File: src/rtl/seqgen_pkg.sv
// ============================================================================
// Module      : seqgen_pkg
// Description : Shared types and defaults for the serial pattern transmitter.
//               The optional parity feature is controlled by SEQGEN_PARITY_EN.
// Revision    : 1.0 - initial release
// ============================================================================
`default_nettype none

package seqgen_pkg;

    localparam int         DEF_PAT_W = 5;
    localparam int         DEF_CNT_W = 4;
    localparam logic [4:0] PAT_10010 = 5'b10010;

    // One-hot so that any multi-bit or zero value is recognisably illegal
    typedef enum logic [3:0] {
        IDLE  = 4'b0001,
        SHIFT = 4'b0010,
        PAR   = 4'b0100,
        DONE  = 4'b1000
    } state_t;

endpackage

`default_nettype wire

File: src/rtl/seqgen_10010_tx_if.sv
// ============================================================================
// Module      : seqgen_10010_tx_if
// Description : Start/ready request channel and serial output of the pattern
//               transmitter. master = requester/observer, slave = transmitter.
// Revision    : 1.0 - initial release
// ============================================================================
`default_nettype none

interface seqgen_10010_tx_if
    import seqgen_pkg::*;
#(
    parameter int PAT_W = DEF_PAT_W,
    parameter int CNT_W = DEF_CNT_W
) ();

    logic             start_i;
    logic [PAT_W-1:0] pat_i;
    logic [CNT_W-1:0] rep_i;
    logic             rdy_o;
    logic             aout;
    logic             vld_o;
    logic             done_o;

    modport master (
        output start_i, pat_i, rep_i,
        input  rdy_o, aout, vld_o, done_o
    );

    modport slave (
        input  start_i, pat_i, rep_i,
        output rdy_o, aout, vld_o, done_o
    );

endinterface

`default_nettype wire

File: src/rtl/seqgen_10010_tx_piso.sv
// ============================================================================
// Module      : seqgen_piso
// Description : Parallel-in/serial-out shift register holding the working
//               pattern plus a captured copy used to restart each repeat.
//               With SEQGEN_PARITY_EN, also provides even parity of the copy.
// Revision    : 1.0 - initial release
// ============================================================================
`default_nettype none

module seqgen_piso
    import seqgen_pkg::*;
#(
    parameter int               PAT_W   = DEF_PAT_W,
    parameter logic [PAT_W-1:0] PAT_DEF = PAT_W'(PAT_10010)
) (
    input  wire logic             clk,
    input  wire logic             nrst,
    input  wire logic             load_i,
    input  wire logic [PAT_W-1:0] pat_i,
    input  wire logic             shift_i,
    input  wire logic             reload_i,
`ifdef SEQGEN_PARITY_EN
    output      logic             par_o,
`endif
    output      logic             msb_o
);

    logic [PAT_W-1:0] shreg_q, shreg_d;
    logic [PAT_W-1:0] copy_q,  copy_d;

    // Load wins over reload, reload wins over shift (last bit of a copy)
    always_comb begin
        shreg_d = shreg_q;
        copy_d  = copy_q;
        if (load_i) begin
            shreg_d = pat_i;
            copy_d  = pat_i;
        end else if (reload_i) begin
            shreg_d = copy_q;
        end else if (shift_i) begin
            shreg_d = {shreg_q[PAT_W-2:0], 1'b0};
        end
    end

    // Pattern and captured-copy registers
    always_ff @(posedge clk or negedge nrst) begin
        if (!nrst) begin
            shreg_q <= PAT_DEF;
            copy_q  <= PAT_DEF;
        end else begin
            shreg_q <= shreg_d;
            copy_q  <= copy_d;
        end
    end

    assign msb_o = shreg_q[PAT_W-1];
`ifdef SEQGEN_PARITY_EN
    assign par_o = ^copy_q;
`endif

endmodule

`default_nettype wire

File: src/rtl/seqgen_10010_tx.sv
// ============================================================================
// Module      : seqgen_10010_tx
// Description : Serial pattern transmitter. Captures a pattern and repeat
//               count on start/ready, then sends rep+1 back-to-back copies
//               MSB-first on aout. Define SEQGEN_PARITY_EN to append an
//               even-parity bit after every copy.
// Revision    : 1.0 - initial release
// ============================================================================
`default_nettype none

module seqgen_10010_tx
    import seqgen_pkg::*;
#(
    parameter int               PAT_W   = DEF_PAT_W,
    parameter logic [PAT_W-1:0] PAT_DEF = PAT_W'(PAT_10010),
    parameter int               CNT_W   = DEF_CNT_W
) (
    input wire logic       clk,
    input wire logic       nrst,
    seqgen_10010_tx_if.slave bus
);

    localparam int             BC_W    = $clog2(PAT_W);
    localparam logic [BC_W-1:0] BC_LAST = BC_W'(PAT_W - 1);

    state_t           state_q, state_d;
    logic [BC_W-1:0]  bit_cnt_q, bit_cnt_d;
    logic [CNT_W-1:0] rep_cnt_q, rep_cnt_d;

    logic w_load, w_shift, w_reload, w_msb;
    logic w_aout, w_vld, w_rdy, w_done;
`ifdef SEQGEN_PARITY_EN
    logic w_par;
`endif

    seqgen_piso #(
        .PAT_W   (PAT_W),
        .PAT_DEF (PAT_DEF)
    ) u_piso (
        .clk      (clk),
        .nrst     (nrst),
        .load_i   (w_load),
        .pat_i    (bus.pat_i),
        .shift_i  (w_shift),
        .reload_i (w_reload),
`ifdef SEQGEN_PARITY_EN
        .par_o    (w_par),
`endif
        .msb_o    (w_msb)
    );

    // Next-state, counter and Moore output decode
    always_comb begin
        state_d   = state_q;
        bit_cnt_d = bit_cnt_q;
        rep_cnt_d = rep_cnt_q;
        w_load    = 1'b0;
        w_shift   = 1'b0;
        w_reload  = 1'b0;
        w_aout    = 1'b0;
        w_vld     = 1'b0;
        w_rdy     = 1'b0;
        w_done    = 1'b0;
        case (state_q)
            IDLE: begin
                w_rdy = 1'b1;
                if (bus.start_i) begin
                    w_load    = 1'b1;
                    rep_cnt_d = bus.rep_i;
                    bit_cnt_d = '0;
                    state_d   = SHIFT;
                end
            end
            SHIFT: begin
                w_vld     = 1'b1;
                w_aout    = w_msb;
                w_shift   = 1'b1;
                bit_cnt_d = bit_cnt_q + 1'b1;
                if (bit_cnt_q == BC_LAST) begin
                    bit_cnt_d = '0;
`ifdef SEQGEN_PARITY_EN
                    state_d = PAR;
`else
                    // Reload now so the next copy follows with no idle bit
                    w_reload = 1'b1;
                    if (rep_cnt_q != '0) begin
                        rep_cnt_d = rep_cnt_q - 1'b1;
                    end else begin
                        state_d = DONE;
                    end
`endif
                end
            end
`ifdef SEQGEN_PARITY_EN
            PAR: begin
                w_vld    = 1'b1;
                w_aout   = w_par;
                w_reload = 1'b1;
                if (rep_cnt_q != '0) begin
                    rep_cnt_d = rep_cnt_q - 1'b1;
                    state_d   = SHIFT;
                end else begin
                    state_d = DONE;
                end
            end
`endif
            DONE: begin
                w_done = 1'b1;
                w_rdy  = 1'b1;
                if (bus.start_i) begin
                    w_load    = 1'b1;
                    rep_cnt_d = bus.rep_i;
                    bit_cnt_d = '0;
                    state_d   = SHIFT;
                end else begin
                    state_d = IDLE;
                end
            end
            default: begin
                // Illegal encoding: present reset-value outputs, recover to IDLE
                w_rdy     = 1'b1;
                bit_cnt_d = '0;
                rep_cnt_d = '0;
                state_d   = IDLE;
            end
        endcase
    end

    // State and counter registers
    always_ff @(posedge clk or negedge nrst) begin
        if (!nrst) begin
            state_q   <= IDLE;
            bit_cnt_q <= '0;
            rep_cnt_q <= '0;
        end else begin
            state_q   <= state_d;
            bit_cnt_q <= bit_cnt_d;
            rep_cnt_q <= rep_cnt_d;
        end
    end

    assign bus.aout   = w_aout;
    assign bus.vld_o  = w_vld;
    assign bus.rdy_o  = w_rdy;
    assign bus.done_o = w_done;

endmodule

`default_nettype wire

File: src/flat_wrapper.sv
// flat-port wrapper written by rule: the top's interface ports become plain ports
module seqgen_10010_tx_flat import seqgen_pkg::*;
#(
    parameter int               PAT_W   = DEF_PAT_W,
    parameter logic [PAT_W-1:0] PAT_DEF = PAT_W'(PAT_10010),
    parameter int               CNT_W   = DEF_CNT_W
)
  (clk, nrst, bus_start_i, bus_pat_i, bus_rep_i, bus_rdy_o, bus_aout, bus_vld_o, bus_done_o);
  seqgen_10010_tx_if #(.PAT_W(PAT_W), .CNT_W(CNT_W)) bus_i ();
  input wire logic clk;
  input wire logic nrst;
  input wire logic [$bits(bus_i.start_i)-1:0] bus_start_i;
  input wire logic [$bits(bus_i.pat_i)-1:0] bus_pat_i;
  input wire logic [$bits(bus_i.rep_i)-1:0] bus_rep_i;
  output wire logic [$bits(bus_i.rdy_o)-1:0] bus_rdy_o;
  output wire logic [$bits(bus_i.aout)-1:0] bus_aout;
  output wire logic [$bits(bus_i.vld_o)-1:0] bus_vld_o;
  output wire logic [$bits(bus_i.done_o)-1:0] bus_done_o;
  assign bus_i.start_i = bus_start_i;
  assign bus_i.pat_i = bus_pat_i;
  assign bus_i.rep_i = bus_rep_i;
  assign bus_rdy_o = bus_i.rdy_o;
  assign bus_aout = bus_i.aout;
  assign bus_vld_o = bus_i.vld_o;
  assign bus_done_o = bus_i.done_o;
  seqgen_10010_tx #(.PAT_W(PAT_W), .PAT_DEF(PAT_DEF), .CNT_W(CNT_W)) u_core (.clk(clk), .nrst(nrst), .bus(bus_i));
endmodule
File: config.mk
export PLATFORM = sky130hd
export DESIGN_NAME = seqgen_10010_tx_flat
export DESIGN_NICKNAME = d
export VERILOG_FILES = /design/src/rtl/seqgen_pkg.sv /design/src/rtl/seqgen_10010_tx_if.sv /design/src/rtl/seqgen_10010_tx_piso.sv /design/src/rtl/seqgen_10010_tx.sv /design/src/flat_wrapper.sv
export SDC_FILE = /design/constraint.sdc
export NUM_CORES = 1
export LEC_CHECK = 0
export CAP_MARGIN = 40
export CORE_MARGIN = 2
export CORE_UTILIZATION = 40
export CTS_BUF_LIST = sky130_fd_sc_hd__clkbuf_8
export DETAILED_ROUTE_END_ITERATION = 8
export PLACE_DENSITY_LB_ADDON = 0.05
export SYNTH_ARGS = -nofsm -noshare
export SYNTH_HDL_FRONTEND = slang
export SYNTH_SLANG_ARGS = --single-unit
File: constraint.sdc
create_clock -name clk -period 1.7 [get_ports clk]
set_input_delay 0.34 -clock clk [delete_from_list [all_inputs] [get_ports clk]]
set_output_delay 0.34 -clock clk [all_outputs]
set_load 0.02 [all_outputs]
== Word level (Yosys, flattened, before mapping) ==
Cells that the tools add are included.

* Register bits: 21
* Output and inout port bits: 4

* Reductions and logical operators: 5
* Mux-type cells: 23
* Equal/unequal tests: 9
* Add/sub/neg operators: 2

{| class="wikitable"
|+ Operators by type and width
! cell !! count
|-
| two-way mux 4 bit || 6
|-
| two-way mux 5 bit || 3
|-
| one-hot mux 4 bit (3 select lines) || 1
|-
| two-way mux 1 bit || 8
|-
| one-hot mux 4 bit (2 select lines) || 1
|-
| two-way mux 3 bit || 2
|-
| inequality test 2 x 1 -> 1 bit, second input constant || 3
|-
| one-hot mux 3 bit (2 select lines) || 1
|-
| AND reduction 3 bit || 2
|-
| == test 4 x 1 -> 1 bit, second input constant || 1
|-
| == test 4 x 2 -> 1 bit, second input constant || 1
|-
| == test 4 bit, second input constant || 1
|-
| inequality test 2 bit, second input constant || 2
|-
| nonzero test 4 bit || 1
|-
| subtractor 4 x 1 -> 4 bit, second input constant || 1
|-
| adder 3 x 1 -> 3 bit, second input constant || 1
|-
| == test 3 bit, second input constant || 1
|-
| nonzero test 3 bit || 1
|-
| two-way mux 2 bit || 1
|-
| OR reduction 2 bit || 1
|}

== Depth between registers and ports, before layout ==
Gate-level depths: netlist of run 1.

* Depth in word-level cells: 5
* Mapped depth: 7

== Hierarchy ==
Synthesis of run 1 repeated with hierarchy kept, for this count alone.

* Cell total of the unflattened synthesis: 113
* Area total of the unflattened synthesis: 1,092.3 sq um

{| class="wikitable"
|+ Modules (own cells, without submodules)
! module !! seq. area each (sq um) !! area each (sq um) !! cells each !! times used
|-
| seqgen_10010_tx || 251.5 || 640.6 || 68 || 1
|-
| seqgen_piso || 255.2 || 451.7 || 45 || 1
|}

== Worst setup path after synthesis of run 1 ==
Ideal clock, no wire load.

* Kind: register to output
* From: register u_core.state_q[0]
* To: output port bus_aout
* Data required time: 1,360 ps
* Setup slack: -28 ps
* Path buffers: 2
* Stages on the path, launching flop included: 6
* Data arrival time: 1,388 ps
* Path through: dfstp_2 -> buf_6 -> or3b_1 -> buf_6 -> inv_2 -> and2_1

* Cells in the longest elaborated chain, start to end: 2

{| class="wikitable"
|+ Ends and longest elaborated chain
! element !! line !! RTL
|-
| start: declaration || seqgen_10010_tx.sv:26 || <nowiki>state_t state_q, state_d;</nowiki>
|-
| start signal: assignment || seqgen_10010_tx.sv:136 || <nowiki>state_q <= state_d;</nowiki>
|-
| == test 4 x 2 -> 1 bit || seqgen_10010_tx.sv:64 || <nowiki>case (state_q)</nowiki>
|-
| two-way mux 1 bit || seqgen_10010_tx.sv:64 ||
|-
| end: declaration || flat_wrapper.sv:16 || <nowiki>output wire logic [$bits(bus_i.aout)-1:0] bus_aout;</nowiki>
|}

Every way passes these cells.

== Final worst setup path of run 1 ==
* From: register u_core.state_q[3]
* To: output port bus_aout

The elaborated chain is that of the path after synthesis.

==> run metrics, run 1 <==
number of antenna violations at the first check in global routing=0; area used by multi-input combinational logic=564 sq um; sort of element at the end of the critical path=output port; Post-Synth Simple-Gate Area=15.2%; register area share after synthesis=a little under half; area of the core region=0.00254 sq mm; Leak=0.705 nW; min-delay worst type=in -> async; DR pass1 iterations=4; Die Area=0.00317 sq mm; data required time at the worst endpoint=1.36 ns; Total Nets Final=154; Antenna Cells=0; part of the cycle the worst path needs=99.9%; H-Tree Level Count=1; hold_buf cts=0; via count=about 900; post-synthesis compound-gate area fraction=18.9%; post-synthesis to final-layout area growth=39.4%; final non-filler cell area=around 0.0015 sq mm; maximum number of pins on one net before global-route repair=21; vias in the first global route=876; final setup vio count=0; Worst IR Drop VDD=832 uV; Detail Placement HPWL=1630 um; clock tree from TritonCTS=built; Final Max Slew Viols=0; Synth Cell Area=0.00109 sq mm; overflow left after global routing=0; startpoint types=flop; Iteration-0 DRC Markers=25; maximum clock path buffer count=2; insertion delay to the later sink of the worst-skew pair=0.26 ns; final core utilization=60.0%; skew final=~0.0026 ns; per-cell routed wire length=between 10 and 15 um; count of final hold-check violations=0; global-route usage over all layers=15.6%; crit path max fanout=3; die width=56.3 um; Antenna Nets Post-Route=0; number of nets produced by synthesis=117; global-route wire length before repair=3880 um; DRC violation count after routing=0; parity-gate share of the synthesized area counting xor and xnor cells=1.60%; multiplexer share of the synthesized area=8.00%; actual transition at the worst max-transition pin=0.298 ns; post-synthesis share of cell area spent on full adders, half adders and majority gates=under 10%; Clock Tree Root=sky130_fd_sc_hd__clkbuf_8; clock buffer count from CTS=3; synthesized instance count=101; final WL=~2400 um; number of rows in the core area=18; Chip Height=56.3 um; synthesized flop and latch total=20; Boundary Pins=16; number of distinct library cells after synthesis=36; setup repair after global routing missed its margin=true; setup slack after placement=-0.181 ns; average footprint of a synthesized cell=10.8 sq um; TritonCTS sink count=20; crit path kind=reg -> out; setup total negative slack=0 ns; final setup slack of the worst path=0.00164 ns; effective utilization at floorplan=43.0%; clock-pin transition on the worst setup and hold timing paths=roughly 0.08 ns; input/output buffers=15; main combinational cell family by area after synthesis=compound AO/OA/AOI/OAI gates; worst slew margin relative to its limit=80.1%; worst hold slack after final layout=0.416 ns; total number of yosys warnings=0; fraction of layout cells with a size suffix above 1=a little under 40%; number of fill cells=210; gp weighted congestion=0.757; min Tclk post-route=1.70 ns; via/cell ratio=5.34; number of maximum-capacitance constraint violations=0; run status=finished clean; Sequential cell area=507 sq um; highest achievable clock rate=589 MHz; placed instance area=0.00137 sq mm; arrival time at the worst endpoint=1.36 ns; power density over the cells=between 1500 and 2000 mW/mm^2
metrics by stage:
step                      total power [mW]  instances
after floorplan                       1.52        101
after global placement                1.86        158
after detailed placement              1.87        158
after CTS                             2.37        162
after global routing                  2.66        167
final                                 2.49        167
synthesized netlist by cell type:
cell type | count | share of area (%)
sky130_fd_sc_hd__a31oi_1 | 1 | 0.57
sky130_fd_sc_hd__nor4_1 | 1 | 0.57
sky130_fd_sc_hd__a2bb2oi_1 | 4 | 3.2
sky130_fd_sc_hd__inv_1 | 5 | 1.7
sky130_fd_sc_hd__and3_1 | 2 | 1.1
sky130_fd_sc_hd__nor2_1 | 3 | 1.0
sky130_fd_sc_hd__a22oi_1 | 1 | 0.69
sky130_fd_sc_hd__o22ai_1 | 1 | 0.57
sky130_fd_sc_hd__or3b_1 | 1 | 0.80
sky130_fd_sc_hd__nor3b_1 | 2 | 1.4
sky130_fd_sc_hd__nor3_1 | 2 | 0.91
sky130_fd_sc_hd__nand2_1 | 10 | 3.4
sky130_fd_sc_hd__and2b_1 | 1 | 0.69
sky130_fd_sc_hd__nor2_4 | 1 | 1.0
sky130_fd_sc_hd__a21oi_1 | 6 | 2.7
sky130_fd_sc_hd__dfrtp_1 | 15 | 34
sky130_fd_sc_hd__a221o_1 | 5 | 4.6
sky130_fd_sc_hd__buf_6 | 3 | 3.1
sky130_fd_sc_hd__o21ai_0 | 2 | 0.91
sky130_fd_sc_hd__a22o_1 | 1 | 0.80
sky130_fd_sc_hd__dfstp_2 | 5 | 12
sky130_fd_sc_hd__and2b_2 | 1 | 0.80
sky130_fd_sc_hd__a21boi_0 | 1 | 0.69
sky130_fd_sc_hd__nand2b_1 | 1 | 0.57
sky130_fd_sc_hd__clkbuf_1 | 1 | 0.34
sky130_fd_sc_hd__or2_2 | 1 | 0.57
sky130_fd_sc_hd__o31ai_1 | 2 | 1.4
sky130_fd_sc_hd__a211oi_2 | 1 | 1.1
sky130_fd_sc_hd__inv_2 | 1 | 0.34
sky130_fd_sc_hd__o21a_2 | 1 | 0.80
sky130_fd_sc_hd__ha_1 | 4 | 4.6
sky130_fd_sc_hd__and2_1 | 4 | 2.3
sky130_fd_sc_hd__mux2_2 | 6 | 6.2
sky130_fd_sc_hd__mux2i_1 | 2 | 1.8
sky130_fd_sc_hd__a32oi_1 | 1 | 0.80
sky130_fd_sc_hd__xnor2_1 | 2 | 1.6
worst max-delay path, cell delays in order, from the launching register on:
cell	delay, ns
sky130_fd_sc_hd__dfrtp_1	0.39
sky130_fd_sc_hd__or3b_4	0.41
sky130_fd_sc_hd__inv_4	0.07
sky130_fd_sc_hd__and2_4	0.13
sky130_fd_sc_hd__buf_6	0.10
per-layer routing:
layer / vias to the layer above / global-route usage [%] / wire length [um]
met1: 425 / 22.2 / 1170
met5: - / 0 / 0
li1: 439 / - / -
met4: 0 / 5.10 / 10
met2: 25 / 23.5 / 1130
met3: 2 / 3.69 / 139
final timing paths:
kind / startpoint / end / slack (ns) / cells after the start
worst max register to register: u_core.state_q[1] / u_core.u_piso.shreg_q[0] / 0.07 / 6
worst max-delay path: u_core.state_q[3] / bus_aout / 0.002 / 4
worst min register to register: u_core.u_piso.copy_q[0] / u_core.u_piso.copy_q[0] / 0.51 / 1
worst min-delay path: nrst / u_core.state_q[1] / 0.42 / 2
min in group clk: u_core.u_piso.copy_q[0] / u_core.u_piso.copy_q[0] / 0.51 / 1
max in group asynchronous: nrst / u_core.u_piso.shreg_q[1] / 1.02 / 2
flip-flops by register name (all words and copies together) (netlist names):
register               count
u_core.bit_cnt_q           3
u_core.u_piso.shreg_q      5
u_core.rep_cnt_q           4
u_core.u_piso.copy_q       5
u_core.state_q             3
layout make-up:
| cell class | instances | area share (%) |
|---|---|---|
| multi-input combinational | 71 | 37.0 |
| sequential | 20 | 33.2 |
| timing repair buffer | 36 | 21.1 |
| clock buffer | 3 | 2.70 |
| tap | 30 | 2.46 |
| clock inverter | 1 | 1.97 |
| inverter | 6 | 1.64 |
kinds of logic after synthesis:
| kind of cell | Yosys count |
|---|---|
| AND/OR/NAND/NOR | 30 |
| adder cells (fa/ha/maj) | 4 |
| XOR/XNOR | 2 |
| buffers and inverters | 10 |
| flip-flops | 20 |
| multiplexers | 8 |
| AO/OA/AOI/OAI | 27 |
where the power goes:
part           internal (mW)  switching [mW]
clock                  0.314           0.161
sequential             0.710           0.112
combinational          0.674           0.521
total                   1.70           0.794
what timing repair did:
item | CTS | global route
pin swaps | 0 | 5
gates resized for setup | 21 | 15
buffers inserted | 0 | 5
setup endpoints to repair | 19 | 12
layout by cell type (no fill, tap or decap), types with 4 or more instances in the layout:
| cell | instances |
|---|---|
| sky130_fd_sc_hd__dfrtp_1 | 15 |
| sky130_fd_sc_hd__mux2_2 | 6 |
| sky130_fd_sc_hd__a2bb2oi_1 | 4 |
| sky130_fd_sc_hd__a21oi_1 | 6 |
| sky130_fd_sc_hd__nand2_1 | 10 |
| sky130_fd_sc_hd__dfstp_2 | 5 |
| sky130_fd_sc_hd__clkdlybuf4s50_1 | 11 |
| sky130_fd_sc_hd__a221o_1 | 5 |
| sky130_fd_sc_hd__inv_1 | 5 |
| sky130_fd_sc_hd__ha_1 | 4 |
| sky130_fd_sc_hd__buf_4 | 18 |
| sky130_fd_sc_hd__buf_6 | 5 |
No activity file was read; power rests on OpenSTA's default activity.
==> inputs of run 2 (changes only) <==
Settings changed: CTS_BUF_LIST sky130_fd_sc_hd__clkbuf_8 to sky130_fd_sc_hd__clkbuf_4 sky130_fd_sc_hd__clkbuf_8, PLACE_DENSITY set to 0.7, PLACE_DENSITY_LB_ADDON 0.05 to unset.
==> run 2 against run 1 <==
The run now ends with negative setup slack left. First-iteration DRC count is 52% lower. Power is 5.4% lower. Sequential cell count stayed put. Register-to-register slack worse by 0.02 ns. Combinational power is 5% lower. Critical path type unchanged. Critical endpoint unchanged. Largest cell class unchanged.
==> run metrics, run 2 (synthesized netlist as in run 1, its figures left out) <==
run status=finished, violations left; violated checks=negative setup slack; cell family contributing the most delay on the critical path=simple AND/OR/NAND/NOR gates; via/cell ratio=5.43; longest individual stage delay on the worst path=0.41 ns; final setup vio count=4; vias in the first global route=around 950; data required time at the worst endpoint=1.36 ns; number of maximum-capacitance constraint violations=0; DRC violation count after routing=0; clock tree from TritonCTS=built; via count=875; min Tclk post-route=1.79 ns; Leak=0.662 nW; Worst IR Drop VDD=between 800 and 900 uV; final WL=2390 um; effective utilization at floorplan=43.0%; commonest non-fill, non-tap cells in the layout=15 x sky130_fd_sc_hd__dfrtp_1, 11 x sky130_fd_sc_hd__clkdlybuf4s50_1, 11 x sky130_fd_sc_hd__buf_4; area of the core region=0.00254 sq mm; TritonCTS sink count=20; power density over the cells=1620 mW/mm^2; Antenna Nets Post-Route=0; setup slack after placement=-0.216 ns; crit path max fanout=4; part of the cycle the worst path needs=105%; Final Max Slew Viols=0; gp weighted congestion=0.740; setup repair after global routing missed its margin=true; combinational cell fraction of total power=48.1%; share of power burned in registers=35.0%; skew final=0.00701 ns; startpoint types=flop; worst slew margin relative to its limit=78.7%; maximum number of pins on one net before global-route repair=21; maximum clock path buffer count=2; crit path buf inv count=2; min-delay worst type=in -> async; input/output buffers=15; Clk pwr share=16.9%; Clock Tree Root=sky130_fd_sc_hd__clkbuf_4; insertion delay to the later sink of the worst-skew pair=0.31 ns; sort of element at the end of the critical path=output port; Detail Placement HPWL=1740 um; slowest cell on the critical path=sky130_fd_sc_hd__dfrtp_1; die width=56.3 um; H-Tree Level Count=1; top flop regs=u_core.u_piso.copy_q x5, u_core.u_piso.shreg_q x5, u_core.rep_cnt_q x4; worst hold slack after final layout=0.349 ns; cell-internal power=1.57 mW; number of rows in the core area=18; crit path cell chain=or3b_4 > inv_4 > and2_4 > buf_6; DR pass1 iterations=4; per-cell routed wire length=14.9 um; Net Sw Frac=33.4%; net load switching power=approximately 800 uW; final setup slack of the worst path=-0.0868 ns; clock buffer count from CTS=3; Chip Height=56.3 um; Iteration-0 DRC Markers=12; count of final hold-check violations=0; global-route wire length before repair=4280 um; Total Nets Final=around 150; most common cell after layout, fill and taps aside=sky130_fd_sc_hd__dfrtp_1; Antenna Cells=0; fraction of layout cells with a size suffix above 1=35.1%; Boundary Pins=16; overflow left after global routing=0; number of antenna violations at the first check in global routing=0; setup total negative slack=-0.247 ns; actual transition at the worst max-transition pin=~0.32 ns; highest achievable clock rate=560 MHz; crit path kind=reg -> out; global-route usage over all layers=between 10% and 20%; post-synthesis to final-layout area growth=33.1%; clock-pin transition on the worst setup and hold timing paths=0.12 ns; arrival time at the worst endpoint=between 1 and 1.5 ns; Die Area=0.00317 sq mm
## run 2: cell type report
cell class	count	area (sq um)
fill	228	1090
multi-input combinational	71	559
sequential	20	507
timing repair buffer	30	277
tap	30	37.5
clock inverter	1	30.0
inverter	6	25.0
clock buffer	3	22.5
## run 2: per-layer routing
metal,wire [um],vias up,track usage [%]
met1,1090,426,22.2
li1,-,425,-
met3,81,6,3.23
met5,0,-,0
met2,1170,18,28.2
met4,44,0,7.82
## run 2: worst paths after layout
kind | to | slack (ns) | startpoint | cells past startpoint
min | u_core.u_piso.shreg_q[0] | 0.35 | nrst | 2
max in group asynchronous | u_core.state_q[0] | 1.07 | nrst | 2
max reg2reg | u_core.u_piso.shreg_q[0] | 0.05 | u_core.state_q[1] | 6
max | bus_aout | -0.09 | u_core.state_q[3] | 4
min reg2reg | u_core.u_piso.copy_q[0] | 0.52 | u_core.u_piso.copy_q[0] | 1
min in group clk | u_core.u_piso.copy_q[0] | 0.52 | u_core.u_piso.copy_q[0] | 1
## run 2: repair_timing
item / 4_1_cts / 5_1_grt
pin swaps: 0 / 5
setup endpoints to repair: 15 / 19
hold buffers: 0 / 0
buffers inserted: 0 / 1
resized for setup: 25 / 11
## run 2: worst register-to-register path, delay by kind of cell (launching register included)
family	cells	cell delay (ns)
compound gates	3	0.69
flops	1	0.41
buf+inv	2	0.23
simple gates	1	0.22
## run 2: power groups by stage
| stage | registers (mW) | clock network [mW] | logic [mW] |
|---|---|---|---|
| after floorplan | 0.801 | 0 | 0.721 |
| after global placement | 0.816 | 0 | 1.01 |
| after detailed placement | 0.827 | 0 | 1.04 |
| after CTS | 0.818 | 0.406 | 1.06 |
| after global routing | 0.851 | 0.421 | 1.24 |
| final | 0.824 | 0.399 | 1.13 |
## run 2: metrics by stage
stage,utilization (%),cell area (sq um),total power [mW],std cells
2_1_floorplan,-,1100,1.52,101
3_3_place_gp,53.1,1350,1.82,156
3_5_place_dp,53.1,1350,1.87,156
4_1_cts,55.5,1410,2.28,160
5_1_grt,57.3,1460,2.52,161
6_report,57.3,1460,2.36,161
==> inputs of run 3 (changes only) <==
Settings changed: CELL_PAD_IN_SITES_DETAIL_PLACEMENT set to 0, CELL_PAD_IN_SITES_GLOBAL_PLACEMENT set to 2, CORE_UTILIZATION 40 to 36, PLACE_DENSITY 0.7 to 0.89.
==> run 3 against run 2 <==
The flow still finishes with violations (negative setup slack). Sequential power is 0.6% lower. Combinational power increased by 5%. Sequential cell count did not move. Core utilization fell by 6.9 points. Fmax rose by 1.6%. Count of clock-buffer cells in the layout unchanged. Wire length is 0.33% higher. Worst hold slack improved by 0.019 ns. Critical path depth is the same. Critical path type unchanged.
==> run metrics, run 3 (synthesized netlist as in run 1, its figures left out) <==
run status=finished, violations left; violated checks=negative setup slack; fraction of layout cells with a size suffix above 1=a little under two fifths; number of maximum-capacitance constraint violations=0; final core utilization=50.4%; FF-to-FF path depth=5; net load switching power=798 uW; count of final hold-check violations=0; insertion delay to the later sink of the worst-skew pair=0.29 ns; Antenna Cells=0; maximum number of pins on one net before global-route repair=21; global-route wire length before repair=between 4000 and 5000 um; number of antenna violations at the first check in global routing=0; area of the core region=0.00298 sq mm; most common cell after layout, fill and taps aside=sky130_fd_sc_hd__buf_4; Worst IR Drop VDD=729 uV; via count=883; effective utilization at floorplan=a little under two fifths; vias in the first global route=901; final setup slack of the worst path=-0.0588 ns; Final Max Slew Viols=0; clock buffer count from CTS=3; cell-internal power=1.59 mW; global-route usage over all layers=15.1%; Inst Count DP=160; crit path launch=u_core.state_q[0]; die width=59.1 um; worst hold slack after final layout=between 0.3 and 0.4 ns; final setup vio count=3; Net Sw Frac=33.4%; arrival time at the worst endpoint=~1.4 ns; H-Tree Level Count=1; Boundary Pins=16; sum of internal, switching and leakage power=around 2.4 mW; Leak=around 0.69 nW; share of power burned in registers=34.3%; Antenna Nets Post-Route=0; data required time at the worst endpoint=1.36 ns; crit path max fanout=4; non-filler instance count after layout=approximately 170; number of rows in the core area=20; actual transition at the worst max-transition pin=0.322 ns; DR pass1 iterations=4; maximum clock path buffer count=2; number of fill cells=278; combinational cell fraction of total power=49.6%; min-delay worst type=in -> async; DRC violation count after routing=0; clock-pin transition on the worst setup and hold timing paths=0.12 ns; reg2reg start=u_core.state_q[3]; overflow left after global routing=0; final WL=2400 um; Detail Placement HPWL=1730 um; Clk pwr share=between 10% and 20%; clock tree from TritonCTS=built; Chip Height=59.1 um; min Tclk post-route=between 1.5 and 2 ns; Clock Tree Root=sky130_fd_sc_hd__clkbuf_4; per-cell routed wire length=14.3 um; Total Nets Final=152; input/output buffers=15; TritonCTS sink count=20; commonest non-fill, non-tap cells in the layout=16 x sky130_fd_sc_hd__buf_4, 15 x sky130_fd_sc_hd__dfrtp_1, 11 x sky130_fd_sc_hd__clkdlybuf4s50_1; via/cell ratio=between 5 and 6; crit path kind=reg -> out; worst slew margin relative to its limit=78.5%; sort of element at the end of the critical path=output port; Die Area=0.00350 sq mm; Iteration-0 DRC Markers=16; post-synthesis to final-layout area growth=37.1%; skew final=between 0.003 and 0.004 ns; startpoint types=flop; highest achievable clock rate=569 MHz; power density over the cells=1590 mW/mm^2; gp weighted congestion=0.753; top flop regs=u_core.u_piso.copy_q x5, u_core.u_piso.shreg_q x5, u_core.rep_cnt_q x4; part of the cycle the worst path needs=103%; setup repair after global routing missed its margin=true
==> run 3: cell types whose count changed in the layout (fill, tap and decap cells not counted), sizes merged <==
cell / change
buf: +4
==> run 3: what timing repair did <==
item | CTS | global route
setup endpoints to repair | 19 | 19
gates resized for setup | 30 | 9
hold buffers | 0 | 0
setup buffers | 1 | 3
cloned | 0 | 0
pin swaps | 1 | 3
==> run 3: metrics by stage <==
stage               area, sq um  setup TNS [ns]  setup WS [ns]
finish                     1500         -0.0869        -0.0588
global route               1500          -0.321         -0.119
CTS                        1450          -0.114        -0.0689
detailed placement         1360           -2.44         -0.221
global placement           1360           -1.66         -0.200
floorplan                  1100               0        0.00585
==> run 3: path summary, 6_finish.rpt <==
path                            slack [ns]                  endpoint
worst min register to register        0.51   u_core.u_piso.copy_q[0]
worst max-delay path                 -0.06                  bus_aout
max in group asynchronous             1.07         u_core.state_q[0]
worst max register to register        0.06  u_core.u_piso.shreg_q[3]
worst min-delay path                  0.37  u_core.u_piso.shreg_q[0]
min in group clk                      0.51   u_core.u_piso.copy_q[0]
==> run 3: power by group through the flow <==
stage          logic [mW]  clock network [mW]  registers [mW]
2_1_floorplan       0.721                   0           0.801
3_3_place_gp         1.02                   0           0.816
3_5_place_dp         1.03                   0           0.825
4_1_cts              1.10               0.393           0.815
5_1_grt              1.30               0.412           0.841
6_report             1.19               0.386           0.819
==> run 3: final cells by class <==
type                       count  area [sq um]  area share [%]
inverter                       6          25.0            1.67
clock buffer                   3          22.5            1.50
multi-input combinational     71           569            37.9
timing repair buffer          34           307            20.4
tap                           33          41.3            2.75
sequential                    20           507            33.8
clock inverter                 1          30.0            2.00
==> run 3: worst max-delay path: stages (launching register included) <==
cell and delay [ns]:
sky130_fd_sc_hd__dfstp_2 0.39, sky130_fd_sc_hd__or3b_4 0.42, sky130_fd_sc_hd__inv_4 0.08, sky130_fd_sc_hd__and2_4 0.13, sky130_fd_sc_hd__buf_6 0.10
==> run 3: routing by layer <==
layer	up-vias	track usage (%)	routed length [um]	share of wire, %
li1	435	-	-	-
met1	433	20.4	1180	49
met2	13	25.9	1140	47
met3	2	2.84	74	3.1
met4	0	1.95	11	0.46
met5	-	0	0	0
==> RTL change 1, RTL diff (config.mk and constraints of run 3) <==
Add a define of `SEQGEN_PARITY_EN`.
--- a/src/rtl/seqgen_10010_tx_piso.sv
+++ b/src/rtl/seqgen_10010_tx_piso.sv
@@ -8,2 +8,4 @@
 `default_nettype none
+
+`define SEQGEN_PARITY_EN
 
Behaviour: not the same (Yosys sat finds a counterexample within 10 cycles, from zero or initial values and one cycle with nrst low).
==> RTL change 1 against run 3 <==
Critical path depth fell by 1; setup slack lost 0.19 ns; total power grew 16%; sequential cell count rose by 1; design area is 24% higher; the flow still finishes with violations (setup timing); largest power group unchanged; synthesized area increased by 13%; sequential power rose by 5.9%; combinational power is 40% higher; routed wire length up 27%; count of clock-buffer cells in the layout is the same.
==> RTL change 1: results (changes against run 3) <==
status finished with violations (unchanged); failing checks setup timing (unchanged); combinational cell power 1.67 mW (was 1.19 mW); first-pass GRT wire length 5010 um (was 4110 um); Synth cell types 40 (was 36); number of global-route vias before repair 1110 (was 901); final worst setup slack -0.246 ns (was -0.0588 ns); layout cell share with drive strength beyond 1 0.453 (was 0.378); top post-synthesis cells by count dfrtp_1, nand2_1, o21ai_0 (was dfrtp_1, nand2_1, a21oi_1, mux2_2); Cell Int Power 1.72 mW (was 1.59 mW); sequential share of the synthesized area 0.430 (was 0.463); GRT Overall Usage 0.163 (was 0.151); vias per cell 5.13 (was 5.26); M1 WL 1400 um (was 1180 um); initial drt markers 23 (was 16); Max Clock Skew 0.00722 ns (was 0.00346 ns); CP max-delay cell or4b_4 (was or3b_4); CP arrival 1.61 ns (was 1.42 ns); fin nets 188 (was 152); Worst VDD drop 0.956 mV (was 0.729 mV); Leak 0.851 nW (was 0.689 nW); Finish-stage setup viols 10 (was 3); slowest stage delay, CP 0.58 ns (was 0.42 ns); top flop regs u_core.u_piso.copy_q x5, u_core.u_piso.shreg_q x5 (was u_core.u_piso.copy_q x5, u_core.u_piso.shreg_q x5, u_core.rep_cnt_q x4); routability cong. 0.747 (was 0.753); Rel. slew slack 0.646 (was 0.785); WL per Instance 14.0 um (was 14.3 um); sequential share of power 0.312 (was 0.343); setup TNS -1.10 ns (was -0.0869 ns)
[RTL change 1: cell count changes in the layout (fill, tap and decap cells not counted), moves of 3 or more]
cell / before / now
buf_4: 16 / 33
a21oi_1: 6 / 2
a221o_1: 5 / 1
nand4_1: 0 / 3
mux2i_1: 2 / 5
mux2_2: 6 / 3
o21ai_0: 1 / 5
nand2_1: 10 / 15
a2bb2oi_1: 4 / 0
[RTL change 1: worst max-delay path, delay by kind of cell (launching register included)]
| kind | cells | cell delay [ns] |
|---|---|---|
| AND/OR/NAND/NOR | 1 | 0.58 |
| flip-flops | 1 | 0.42 |
| AO/OA/AOI/OAI | 1 | 0.17 |
| buffers and inverters | 1 | 0.13 |
[RTL change 1: stage by stage]
step / instance area [um2] / instances
after floorplan: 1270 / 124
after global placement: 1670 / 211
after detailed placement: 1670 / 211
after CTS: 1740 / 215
after global routing: 1870 / 218
final: 1870 / 218
[RTL change 1: area by class of cell]
| type | count | area (um2) |
|---|---|---|
| multi-input cells | 88 | 783 |
| repair buffers | 51 | 439 |
| inverters | 8 | 30.0 |
| clock inverters | 1 | 5.00 |
| well taps | 46 | 57.6 |
| flip-flops and latches | 21 | 532 |
| clock buffers | 3 | 22.5 |
| fillers | 286 | 1440 |
[RTL change 1: routing by layer]
metal / track usage / vias to the layer above
met3: 0.0162 / 2
met1: 0.201 / 558
met5: 0 / -
li1: - / 544
met2: 0.297 / 15
met4: 0.0500 / 0
[RTL change 1: cells by family after synthesis]
family                     share of synthesized area
muxes                                         0.0768
buffers and inverters                         0.0627
and+or+nand+nor                                0.194
AOI/OAI and AO/OA                              0.164
DFF                                            0.430
xor gates and xnor gates                      0.0425
adders and majority gates                     0.0303
[RTL change 1: final timing paths]
kind,from,endpoint,slack [ns],cells after the start
worst max-delay path,u_core.state_q[3],bus_aout,-0.25,3
worst min-delay path,nrst,u_core.u_piso.copy_q[3],0.37,2
worst max register to register,u_core.state_q[3],u_core.u_piso.shreg_q[0],-0.09,5
worst min register to register,u_core.bit_cnt_q[2],u_core.bit_cnt_q[2],0.50,1
max in group asynchronous,nrst,u_core.u_piso.shreg_q[1],1.05,2
min in group clk,u_core.bit_cnt_q[2],u_core.bit_cnt_q[2],0.50,1
[RTL change 1: timing repair]
item                                    4_1_cts  5_1_grt
setup buffers                                 0        4
gates cloned                                  0        0
pin swaps                                     5        8
endpoints found under the setup margin       16       18
gates resized for setup                      34       20
==> RTL change 2, RTL diff (flow settings as in run 3) <==
Made on the original files. The 4 states of `state_t` get a binary encoding in 2 bits. Comments in the files are not updated.
--- a/src/rtl/seqgen_pkg.sv
+++ b/src/rtl/seqgen_pkg.sv
@@ -15,7 +15,7 @@
     // One-hot so that any multi-bit or zero value is recognisably illegal
-    typedef enum logic [3:0] {
-        IDLE  = 4'b0001,
-        SHIFT = 4'b0010,
-        PAR   = 4'b0100,
-        DONE  = 4'b1000
+    typedef enum logic [1:0] {
+        IDLE  = 2'd0,
+        SHIFT = 2'd1,
+        PAR   = 2'd2,
+        DONE  = 2'd3
     } state_t;
Formal check against the unedited RTL: same outputs for any inputs over 10 cycles, from zero or initial values and one cycle with nrst low; not proved beyond that.
==> RTL change 2 against run 3 <==
The flow finishes with violations (DRC); utilization is 0.64 points lower; clock skew grew 0.0041 ns; synthesized area shrank 0.69%; sequential cell count decreased by 1; design area down 7.0%; routed wire length grew 2.1%; sequential share of layout area increased by 0.66 points; combinational power increased by 19%; die area shrank 0.64%; total power grew 5.1%; setup slack better by 0.14 ns.
==> RTL change 2: results (changes against run 3) <==
R2R Setup Slk 0.10 ns (was 0.06 ns); GRT met1 Usage 0.196 (was 0.204); Max Clock Skew 0.00756 ns (was 0.00346 ns); first-pass GRT wire length 4090 um (was 4110 um); Inverters 8 (was 6); FF-to-FF path depth 6 (was 5); hpwl dp 1850 um (was 1730 um); final wirelength 2450 um (was 2400 um); Setup WS pre-CTS -0.0305 ns (was -0.221 ns); crit share post-route 0.952 (was 1.03); Max FO, Critical Path 6 (was 4); CP max-delay cell dfrtp_1 (was or3b_4); M1 WL 1100 um (was 1180 um); synth top area cells dfrtp_1, dfstp_2, ha_1 (was dfrtp_1, dfstp_2, mux2_2); Adder-Cell Fraction of Synth Area 0.0921 (was 0.0457); met3 Usage GRT 0.0220 (was 0.0284); sequential share of the synthesized area 0.442 (was 0.463); total number of vias 912 (was 883); CLK BUF 4 (was 3); CP endpoint bus_rdy_o (was bus_aout); post-synthesis mux area share 0 (was 0.0800); GRT Overall Usage 0.155 (was 0.151); DRC viols 2 (was 0); register area 480 um2 (was 507 um2); top post-synthesis cells by count nand2_1, dfrtp_1, o21ai_0 (was dfrtp_1, nand2_1, a21oi_1, mux2_2); Leak 0.674 nW (was 0.689 nW); failing checks DRC (was setup timing); layout cell share with drive strength beyond 1 0.288 (was 0.378); status finished with violations (unchanged); Syn Nets 136 (was 117); buffering overhead 0.168 (was 0.204); Reg2Reg Capture Point u_core.rep_cnt_q[2] (was u_core.u_piso.shreg_q[3]); Post-Synth XOR/XNOR Area 0.0242 (was 0.0160); CP arrival 1.28 ns (was 1.42 ns); clock sink total 19 (was 20)
[RTL change 2: cell count changes in the layout (fill, tap and decap cells not counted), sizes merged, moves of 5 or more]
| cell | change |
|---|---|
| o21ai | +12 |
| a221o | -5 |
| nand2 | +14 |
| buf | -6 |
| a21oi | -5 |
| mux2 | -6 |
[RTL change 2: timing repair]
action	in CTS	in global routing
pin swaps	0	0
buffers inserted	0	0
resized for setup	14	10
endpoints found under the hold margin	0	0
setup endpoints to repair	4	11
[RTL change 2: stage by stage]
step	instance area [um2]	utilization	hold WS (ns)	TNS, ns	cells
2_1_floorplan	1090	-	0.0444	0	116
3_3_place_gp	1350	0.483	0.450	0	173
3_5_place_dp	1350	0.483	0.453	-0.0429	173
4_1_cts	1380	0.491	0.360	0	177
5_1_grt	1400	0.498	0.360	0	177
6_report	1400	0.498	0.358	0	177
[RTL change 2: report_power, final]
part / internal [mW] / switching [mW]
clock: 0.107 / 0.142
combinational: 0.664 / 0.752
sequential: 0.698 / 0.150
